===== src/rtl/if_id_buffer_if.sv =====
// Fetch/decode handshake bundle around the IF/ID buffer.
// The slave side is the buffer itself. The master side is whoever drives fetch
// words in, consumes the head and raises flush.
interface if_id_buffer_if #(
    parameter int INSTR_W = 32,
    parameter int PC_W    = 32
) ();
    logic               in_valid;
    logic [INSTR_W-1:0] in_instr;
    logic [PC_W-1:0]    in_pc4;
    logic               in_ready;
    logic               out_valid;
    logic [INSTR_W-1:0] out_instr;
    logic [PC_W-1:0]    out_pc4;
    logic               out_ready;
    logic               flush;

    modport slave (
        input  in_valid, in_instr, in_pc4, out_ready, flush,
        output in_ready, out_valid, out_instr, out_pc4
    );

    modport master (
        output in_valid, in_instr, in_pc4, out_ready, flush,
        input  in_ready, out_valid, out_instr, out_pc4
    );
endinterface


===== src/rtl/if_id_buffer.sv =====
// IF/ID pipeline buffer.
// This is a small FIFO of {instruction, PC+4} pairs between fetch and decode.
// in_ready comes only from the registered occupancy, so there is no
// combinational path from out_ready to in_ready.
// A taken branch or jump flushes every queued word. The number of discarded
// entries is accumulated in a saturating counter.
module if_id_buffer #(
    parameter int INSTR_W = 32,
    parameter int PC_W    = 32,
    parameter int DEPTH   = 2,
    parameter int CNT_W   = 16
) (
    input  logic                   clk,
    input  logic                   rst_n,
    if_id_buffer_if.slave          bus,
    output logic [$clog2(DEPTH):0] count,
    output logic [CNT_W-1:0]       drop_cnt
);
    localparam int            PTR_W = $clog2(DEPTH);
    localparam int            CW    = PTR_W + 1;
    localparam logic [CW-1:0] FULL  = CW'(DEPTH);
    localparam int            SW    = CNT_W + CW + 1;

    logic [INSTR_W-1:0] instr_mem [DEPTH];
    logic [PC_W-1:0]    pc4_mem   [DEPTH];
    logic [PTR_W-1:0]   wr_ptr;
    logic [PTR_W-1:0]   rd_ptr;
    logic               full;
    logic               empty;
    logic               push;
    logic               pop;

    // Saturating accumulate of flushed entries. The sum is wide enough that it never wraps.
    function automatic logic [CNT_W-1:0] sat_add(input logic [CNT_W-1:0] acc,
                                                 input logic [CW-1:0]    inc);
        logic [SW-1:0] sum;
        sum = SW'(acc) + SW'(inc);
        if (sum > SW'({CNT_W{1'b1}}))
            return {CNT_W{1'b1}};
        return sum[CNT_W-1:0];
    endfunction

    assign full          = (count == FULL);
    assign empty         = (count == '0);
    assign bus.in_ready  = !full;
    assign bus.out_valid = !empty;

    // flush wins over both handshakes, so a word offered during a flush is dropped.
    assign push = bus.in_valid & !full & !bus.flush;
    assign pop  = !empty & bus.out_ready & !bus.flush;

    // The head is masked to zero (NOP) while the buffer is empty. There is no bypass from the input.
    assign bus.out_instr = empty ? '0 : instr_mem[rd_ptr];
    assign bus.out_pc4   = empty ? '0 : pc4_mem[rd_ptr];

    // Capture the fetched word and its PC+4 into the tail slot. The storage has no reset.
    always_ff @(posedge clk) begin
        if (push) begin
            instr_mem[wr_ptr] <= bus.in_instr;
            pc4_mem[wr_ptr]   <= bus.in_pc4;
        end
    end

    // Pointer, occupancy and drop-counter update. flush has the highest priority.
    always_ff @(posedge clk or negedge rst_n) begin
        if (!rst_n) begin
            wr_ptr   <= '0;
            rd_ptr   <= '0;
            count    <= '0;
            drop_cnt <= '0;
        end else if (bus.flush) begin
            wr_ptr   <= '0;
            rd_ptr   <= '0;
            count    <= '0;
            drop_cnt <= sat_add(drop_cnt, count);
        end else begin
            if (push)
                wr_ptr <= wr_ptr + 1'b1;
            if (pop)
                rd_ptr <= rd_ptr + 1'b1;
            case ({push, pop})
                2'b10:   count <= count + 1'b1;
                2'b01:   count <= count - 1'b1;
                default: count <= count;
            endcase
        end
    end
endmodule


===== src/flat_wrapper.sv =====
// flat-port wrapper written by rule: the top's interface ports become plain ports
module if_id_buffer_flat 
#(
    parameter int INSTR_W = 32,
    parameter int PC_W    = 32,
    parameter int DEPTH   = 2,
    parameter int CNT_W   = 16
)
  (clk, rst_n, count, drop_cnt, bus_in_valid, bus_in_instr, bus_in_pc4, bus_out_ready, bus_flush, bus_in_ready, bus_out_valid, bus_out_instr, bus_out_pc4);
  if_id_buffer_if #(.INSTR_W(INSTR_W), .PC_W(PC_W)) bus_i ();
  input  logic clk;
  input  logic rst_n;
  output logic [$clog2(DEPTH):0] count;
  output logic [CNT_W-1:0] drop_cnt;
  input wire logic [$bits(bus_i.in_valid)-1:0] bus_in_valid;
  input wire logic [$bits(bus_i.in_instr)-1:0] bus_in_instr;
  input wire logic [$bits(bus_i.in_pc4)-1:0] bus_in_pc4;
  input wire logic [$bits(bus_i.out_ready)-1:0] bus_out_ready;
  input wire logic [$bits(bus_i.flush)-1:0] bus_flush;
  output wire logic [$bits(bus_i.in_ready)-1:0] bus_in_ready;
  output wire logic [$bits(bus_i.out_valid)-1:0] bus_out_valid;
  output wire logic [$bits(bus_i.out_instr)-1:0] bus_out_instr;
  output wire logic [$bits(bus_i.out_pc4)-1:0] bus_out_pc4;
  assign bus_i.in_valid = bus_in_valid;
  assign bus_i.in_instr = bus_in_instr;
  assign bus_i.in_pc4 = bus_in_pc4;
  assign bus_i.out_ready = bus_out_ready;
  assign bus_i.flush = bus_flush;
  assign bus_in_ready = bus_i.in_ready;
  assign bus_out_valid = bus_i.out_valid;
  assign bus_out_instr = bus_i.out_instr;
  assign bus_out_pc4 = bus_i.out_pc4;
  if_id_buffer #(.INSTR_W(INSTR_W), .PC_W(PC_W), .DEPTH(DEPTH), .CNT_W(CNT_W)) u_core (.clk(clk), .rst_n(rst_n), .bus(bus_i), .count(count), .drop_cnt(drop_cnt));
endmodule

===== config.mk =====
export PLATFORM = sky130hd
export DESIGN_NAME = if_id_buffer_flat
export DESIGN_NICKNAME = d
export VERILOG_FILES = /design/src/rtl/if_id_buffer_if.sv /design/src/rtl/if_id_buffer.sv /design/src/flat_wrapper.sv
export SDC_FILE = /design/constraint.sdc
export NUM_CORES = 1
export LEC_CHECK = 0
export BUFFER_PORTS_ARGS = -buffer_cell sky130_fd_sc_hd__buf_2
export CAP_MARGIN = 10
export CORE_MARGIN = 3
export CORE_UTILIZATION = 52
export CTS_CLUSTER_SIZE = 24
export DETAILED_ROUTE_END_ITERATION = 7
export GPL_ROUTABILITY_DRIVEN = 0
export PLACE_DENSITY = 0.87
export SYNTH_ARGS = -nofsm -noshare
export SYNTH_HDL_FRONTEND = slang
export SYNTH_SLANG_ARGS = --single-unit

===== constraint.sdc =====
create_clock -name clk -period 7.15 [get_ports clk]
set_clock_uncertainty 0.15 [all_clocks]
set_input_delay 1.7875 -clock clk [delete_from_list [all_inputs] [get_ports clk]]
set_output_delay 1.7875 -clock clk [all_outputs]
set_load 0.1 [all_outputs]

### After elaboration in Yosys (flattened, before gate mapping)

Memories as Yosys holds them, arrays and structs flattened.
Index checks and enable logic that the tools add are counted.

| operators by class | value |
|---|---|
| add/subtract/negate cells | 5 |
| order comparisons | 1 |
| equal/unequal tests | 3 |
| multiplexer cells | 14 |
| bitwise logic cells | 4 |
| reductions and logical operators | 7 |

Operators with widths:

| kind | number |
|---|---|
| $mux W32 | 2 |
| $mux W16 | 2 |
| $gt A19 B16 Y1 const B | 1 |
| $add A16 B2 Y17 | 1 |
| $mux W1 | 8 |
| $and A1 B1 Y1 | 4 |
| $eq A2 B2 Y1 const B | 2 |
| $pmux W2 S2 | 1 |
| $reduce_bool A2 Y1 | 2 |
| $logic_not A1 Y1 | 3 |
| $reduce_bool A3 Y1 | 1 |
| $add A1 B1 Y1 const B | 2 |
| $add A2 B1 Y2 const B | 1 |
| $eq A2 B1 Y1 const B | 1 |
| $logic_not A2 Y1 | 1 |
| $mux W2 | 1 |
| $sub A2 B1 Y2 const B | 1 |

| word-level totals | value |
|---|---|
| register bits after elaboration | 20 |
| bits in writable memories | 128 |
| input bits | 69 |
| output and inout port bits | 84 |
| logic and storage cells | 40 |
| memories | 2 |

Memory list:

| memory | depth | bits a word | read ports | clocked after Yosys merged registers in | write ports | RTL line | RTL |
|---|---|---|---|---|---|---|---|
| u_core.instr_mem | 2 | 32 | 1 | 0 | 1 | if_id_buffer.sv:24 | `logic [INSTR_W-1:0] instr_mem [DEPTH];` |
| u_core.pc4_mem | 2 | 32 | 1 | 0 | 1 | if_id_buffer.sv:25 | `logic [PC_W-1:0] pc4_mem [DEPTH];` |

### Longest topological paths before layout

| depth | value |
|---|---|
| depth in word-level cells | 7 |
| depth in mapped cells | 7 |

### Least setup slack after synthesis

OpenSTA, ideal clock, no wires.

| timing path | value |
|---|---|
| path kind | register to register |
| start point | register u_core.count[0] |
| end point | memory u_core.instr_mem[1][0] (enable) |
| arrival time | 6880 ps |
| data required time | 6422 ps |
| slack | -458 ps |
| cell stages (with the launch flop) | 4 |
| path buffers | 0 |
| path through | dfrtp_1 > nand2b_1 > nand2_1 > nor3b_1 |

| between the ends | value |
|---|---|
| longest elaborated chain between the ends | 6 |

Ends and longest elaborated chain:

| element | RTL line | RTL |
|---|---|---|
| start, declared | if_id_buffer.sv:16 | `output logic [$clog2(DEPTH):0] count,` |
| start signal, assigned | if_id_buffer.sv:82 | `2'b10: count <= count + 1'b1;` |
| start signal, assigned | if_id_buffer.sv:83 | `2'b01: count <= count - 1'b1;` |
| start signal, assigned | if_id_buffer.sv:84 | `default: count <= count;` |
| $eq A2 B2 Y1 | if_id_buffer.sv:43 | `assign full = (count == FULL);` |
| $logic_not A1 Y1 | - |  |
| net bus_in_ready | flat_wrapper.sv:20 | `output wire logic [$bits(bus_i.in_ready)-1:0] bus_in_ready;` |
| $and A1 B1 Y1 (2 in a row) | if_id_buffer.sv:49 | `assign push = bus.in_valid & !full & !bus.flush;` |
| $mux W1 | if_id_buffer.sv:58 | `if (push) begin` |
| $mux W1 (implied by the code) | if_id_buffer.sv:59 | `instr_mem[wr_ptr] <= bus.in_instr;` |
| end, declared | if_id_buffer.sv:24 |  |

The timed path passes the listed nets, and every way through them passes these cells.

### Worst setup path after layout

| timing path | value |
|---|---|
| start point | register u_core.rd_ptr |
| end point | output port bus_out_instr[29] |

| between the ends | value |
|---|---|
| longest elaborated chain between the ends | 2 |

Ends and longest elaborated chain:

| element | RTL line | RTL |
|---|---|---|
| start, declared | if_id_buffer.sv:27 | `logic [PTR_W-1:0] rd_ptr;` |
| start signal, assigned | if_id_buffer.sv:80 | `rd_ptr <= rd_ptr + 1'b1;` |
| $mem_v2 Z2 W32 | - |  |
| $mux W32 | if_id_buffer.sv:53 | `assign bus.out_instr = empty ? '0 : instr_mem[rd_ptr];` |
| end, declared | flat_wrapper.sv:22 | `output wire logic [$bits(bus_i.out_instr)-1:0] bus_out_instr;` |

Every way passes these cells.

==> report_table.html <==
<table>
<tr><th>Metric</th><th>Value</th></tr>
<tr><th colspan="2">Status</th></tr>
<tr><td>Result of the run</td><td>complete, no violations</td></tr>
<tr><th colspan="2">Die</th></tr>
<tr><td>Die height</td><td>112 um</td></tr>
<tr><td>Core Box Area</td><td>0.0109 sq mm</td></tr>
<tr><td>I/O pins</td><td>153</td></tr>
<tr><td>Total Die Area</td><td>0.0125 sq mm</td></tr>
<tr><td>Std-Cell Rows</td><td>38</td></tr>
<tr><td>Starting density of the core</td><td>53.5%</td></tr>
<tr><td>Overall die width</td><td>112 um</td></tr>
<tr><th colspan="2">Place</th></tr>
<tr><td>Number of buffers inserted by port buffering</td><td>152</td></tr>
<tr><td>Detailed Place HPWL</td><td>7200 um</td></tr>
<tr><td>Post-Place Setup Slack</td><td>3.21 ns</td></tr>
<tr><th colspan="2">Setup path</th></tr>
<tr><td>Count of buffering cells on the critical path with inverters included</td><td>1</td></tr>
<tr><td>Worst setup SP type</td><td>register</td></tr>
<tr><td>Crit path DAT</td><td>2.42 ns</td></tr>
<tr><td>Maximum fanout along the worst path</td><td>65</td></tr>
<tr><td>Cell-by-cell trace of the critical path</td><td>mux2i_1 -&gt; nor2_1 -&gt; buf_2</td></tr>
<tr><td>Slowest cell on the critical path</td><td>sky130_fd_sc_hd__dfrtp_4</td></tr>
<tr><td>Kind of end point of the critical path</td><td>primary output</td></tr>
<tr><td>Required time at the worst-slack endpoint</td><td>5.21 ns</td></tr>
<tr><td>Path type of the worst setup path</td><td>reg -&gt; out</td></tr>
<tr><td>Cell family with the largest share of critical-path delay</td><td>flip-flops</td></tr>
<tr><td>Highest cell delay on the worst timing path</td><td>1.13 ns</td></tr>
<tr><th colspan="2">Route</th></tr>
<tr><td>Sum of routed wire length over all layers</td><td>11500 um</td></tr>
<tr><td>Routed wirelength normalized by instance count</td><td>16.6 um</td></tr>
<tr><td>Avg Vias per Cell</td><td>5.20</td></tr>
<tr><td>Number of iterations in the first detailed-routing pass</td><td>4</td></tr>
<tr><td>Post-detailed-route DRC marker count</td><td>0</td></tr>
<tr><td>Via Count</td><td>3602</td></tr>
<tr><td>First DRT Iteration DRCs</td><td>214</td></tr>
<tr><td>Remaining antenna violation count after routing</td><td>0</td></tr>
<tr><th colspan="2">Layout</th></tr>
<tr><td>Total area of multi-input combinational cells</td><td>0.00145 sq mm</td></tr>
<tr><td>Sequential cell area</td><td>0.00435 sq mm</td></tr>
<tr><td>Layout net count</td><td>612</td></tr>
<tr><td>Relative area change from synthesis to final layout</td><td>25.7%</td></tr>
<tr><td>Filler Cells Inserted</td><td>766</td></tr>
<tr><td>Layout cells sized above 1</td><td>36.3%</td></tr>
<tr><td>Antenna cells</td><td>0</td></tr>
<tr><th colspan="2">Clock network</th></tr>
<tr><td>TritonCTS sink count</td><td>148</td></tr>
<tr><td>Worst-skew pair later-pin latency</td><td>0.41 ns</td></tr>
<tr><td>CTS tree</td><td>built</td></tr>
<tr><td>Root Buffer</td><td>sky130_fd_sc_hd__clkbuf_16</td></tr>
<tr><td>CTS buffer count</td><td>17</td></tr>
<tr><td>Level count of the clock H-tree</td><td>4</td></tr>
<tr><td>Number of buffers inserted for hold repair after clock tree synthesis</td><td>0</td></tr>
<tr><td>Number of buffers between clock root and the deepest sink</td><td>2</td></tr>
<tr><td>Number of gates given a new drive strength after cts</td><td>0</td></tr>
<tr><td>Clk pin slew, worst setup/hold paths</td><td>0.06 ns</td></tr>
<tr><td>Post-CTS setup-driven buffer insertion count</td><td>0</td></tr>
<tr><th colspan="2">Synthesis</th></tr>
<tr><td>Sequential cell area fraction in the yosys report</td><td>74.3%</td></tr>
<tr><td>Gate count after technology mapping</td><td>383</td></tr>
<tr><td>Post-synthesis instance area</td><td>0.00585 sq mm</td></tr>
<tr><td>Synthesis-stage register bit count</td><td>148</td></tr>
<tr><td>YS warnings</td><td>0</td></tr>
<tr><td>Syn_nets</td><td>455</td></tr>
<tr><td>Cell variety after synth</td><td>34</td></tr>
<tr><td>Post-synthesis area per instance</td><td>15.3 sq um</td></tr>
<tr><th colspan="2">Min path</th></tr>
<tr><td>Path class of the lowest-slack min-delay path</td><td>reg -&gt; reg</td></tr>
<tr><th colspan="2">STA</th></tr>
<tr><td>Tightest slew margin relative to the limit</td><td>24.0%</td></tr>
<tr><td>Final setup violation count</td><td>0</td></tr>
<tr><td>Final slew viol count</td><td>0</td></tr>
<tr><td>RSZ-0062 raised after global routing</td><td>no</td></tr>
<tr><td>Final number of hold-violating endpoints</td><td>0</td></tr>
<tr><td>Min Clock Period, post-route</td><td>4.36 ns</td></tr>
<tr><td>Share of the clock period used by the worst path after layout</td><td>61.0%</td></tr>
<tr><td>Setup tns final</td><td>0 ns</td></tr>
<tr><td>Maximum operating frequency</td><td>229 MHz</td></tr>
<tr><td>Worst Max-Slew Pin Slew</td><td>1.14 ns</td></tr>
<tr><td>Post-layout worst setup margin</td><td>2.79 ns</td></tr>
<tr><th colspan="2">Global route</th></tr>
<tr><td>Antenna violations before repair</td><td>0</td></tr>
<tr><td>Global-route wire length before repair</td><td>18700 um</td></tr>
<tr><td>Aggregate global-route resource usage</td><td>19.2%</td></tr>
<tr><td>Largest net degree at the start of global routing</td><td>66</td></tr>
<tr><td>Residual overflow from global routing</td><td>0</td></tr>
<tr><td>Via count of the first global-routing pass</td><td>3720</td></tr>
<tr><th colspan="2">Power and ir drop</th></tr>
<tr><td>Worst vdd rail ir drop</td><td>0.000223 V</td></tr>
<tr><td>Leakage power summed over all cells</td><td>2.92 nW</td></tr>
<tr><td>Total power density per cell area</td><td>332 mW/mm^2</td></tr>
<tr><th colspan="2">Run</th></tr>
<tr><td>Total of max-cap violations</td><td>0</td></tr>
</table>
cells in the final DEF (no fill, tap or decap), types with 3 or more instances in the layout:
cell type	n
sky130_fd_sc_hd__clkbuf_16	17
sky130_fd_sc_hd__inv_8	3
sky130_fd_sc_hd__nand4_1	3
sky130_fd_sc_hd__mux2_2	6
sky130_fd_sc_hd__nand2b_1	3
sky130_fd_sc_hd__dfrtp_1	19
sky130_fd_sc_hd__o21ai_0	4
sky130_fd_sc_hd__nand2_1	14
sky130_fd_sc_hd__buf_2	152
sky130_fd_sc_hd__edfxtp_1	128
sky130_fd_sc_hd__mux2i_1	65
sky130_fd_sc_hd__inv_6	7
sky130_fd_sc_hd__clkinv_4	3
sky130_fd_sc_hd__inv_1	3
sky130_fd_sc_hd__nand3_1	3
sky130_fd_sc_hd__a21oi_1	8
sky130_fd_sc_hd__buf_4	3
sky130_fd_sc_hd__nor2_1	81
sky130_fd_sc_hd__and3_1	3
Yosys cell counts:
master                     count  area share (%)
sky130_fd_sc_hd__ha_1          2            0.43
sky130_fd_sc_hd__or3_1         1            0.11
sky130_fd_sc_hd__mux2i_1      65              11
sky130_fd_sc_hd__nor3b_1       2            0.26
sky130_fd_sc_hd__a21oi_2       1            0.15
sky130_fd_sc_hd__dfrtp_1      20             8.6
sky130_fd_sc_hd__a41oi_1       1            0.15
sky130_fd_sc_hd__fa_1          1            0.34
sky130_fd_sc_hd__and3_1        3            0.32
sky130_fd_sc_hd__o21ai_0       4            0.34
sky130_fd_sc_hd__inv_1         3            0.19
sky130_fd_sc_hd__o22a_1        1            0.15
sky130_fd_sc_hd__or2_2         1            0.11
sky130_fd_sc_hd__clkbuf_1      6            0.39
sky130_fd_sc_hd__buf_2         7            0.60
sky130_fd_sc_hd__mux2_2        6             1.2
sky130_fd_sc_hd__nand3_1       3            0.26
sky130_fd_sc_hd__a221oi_1      1            0.15
sky130_fd_sc_hd__nand2b_1      3            0.32
sky130_fd_sc_hd__nand4_1       3            0.32
sky130_fd_sc_hd__a31oi_1       1            0.11
sky130_fd_sc_hd__edfxtp_1    128              66
sky130_fd_sc_hd__nor2_1       82             5.3
sky130_fd_sc_hd__nand3b_1      1            0.13
sky130_fd_sc_hd__nor3_1        3            0.26
sky130_fd_sc_hd__a21oi_1       8            0.68
sky130_fd_sc_hd__nand2_1      14            0.90
sky130_fd_sc_hd__or4_1         1            0.13
sky130_fd_sc_hd__xor2_1        2            0.30
sky130_fd_sc_hd__a211oi_1      1            0.13
sky130_fd_sc_hd__o21a_1        1            0.13
sky130_fd_sc_hd__buf_1         4            0.26
sky130_fd_sc_hd__nor4_1        1            0.11
sky130_fd_sc_hd__nand4_2       2            0.43
report_power, final:
group	internal, mW	switching [mW]
combinational	0.0979	0.442
clock	0.494	0.364
sequential	0.992	0.0513
total	1.58	0.857
cells by family (layout without fill, tap and decap cells):
logic type                 count (synthesis)  after routing  synth area share (%)
xor gates and xnor gates                   2              2                 0.300
buffers and inverters                     20            190                  1.43
and+or+nand+nor                          120            120                  8.90
muxes                                     71             71                  12.3
adders and majority gates                  3              3                 0.770
DFF                                      148            148                  74.3
AOI/OAI and AO/OA                         19             19                  1.99
cell type report:
| class | count | area share, % |
|---|---|---|
| clock buffer | 17 | 5.79 |
| clock inverter | 15 | 2.13 |
| inverter | 3 | 0.153 |
| multi-input combinational | 215 | 19.7 |
| sequential | 148 | 59.2 |
| tap | 140 | 2.38 |
| timing repair buffer | 155 | 10.7 |
through the flow:
step,area [sq um],total power [mW],util [%],std cells,hold WS [ns]
2_1_floorplan,5860,1.50,-,383,0.386
3_3_place_gp,6770,1.59,61.9,661,0.363
3_5_place_dp,6770,1.60,61.9,661,0.366
4_1_cts,7350,2.46,67.2,693,0.375
5_1_grt,7350,2.53,67.2,693,0.403
6_report,7350,2.44,67.2,693,0.378
sequential cells by signal, summed over array words and instances, names as in the netlist:
| name | flops |
|---|---|
| u_core.drop_cnt | 16 |
| u_core.count | 2 |
| u_core.pc4_mem | 64 |
| u_core.wr_ptr | 1 |
| u_core.instr_mem | 64 |
| u_core.rd_ptr | 1 |
worst paths after layout:
path | from | endpoint | slack, ns | cells after the start
setup / recovery | u_core.rd_ptr | bus_out_instr[29] | 2.79 | 3
min in group asynchronous | rst_n | u_core.drop_cnt[11] | 1.16 | 1
hold reg to reg | u_core.drop_cnt[15] | u_core.drop_cnt[15] | 0.38 | 1
max in group asynchronous | rst_n | u_core.rd_ptr | 5.33 | 1
setup reg to reg | u_core.count[0] | u_core.drop_cnt[7] | 4.61 | 6
hold / removal | u_core.drop_cnt[15] | u_core.drop_cnt[15] | 0.38 | 1
routing by layer:
layer	routed length, um	GRT usage (%)	share of wire (%)
met4	114	7.61	0.99
met5	0	0	0
met2	5930	33.1	52
met1	4630	22.4	40
met3	810	6.09	7.1
No activity file was read; power rests on OpenSTA's default activity.
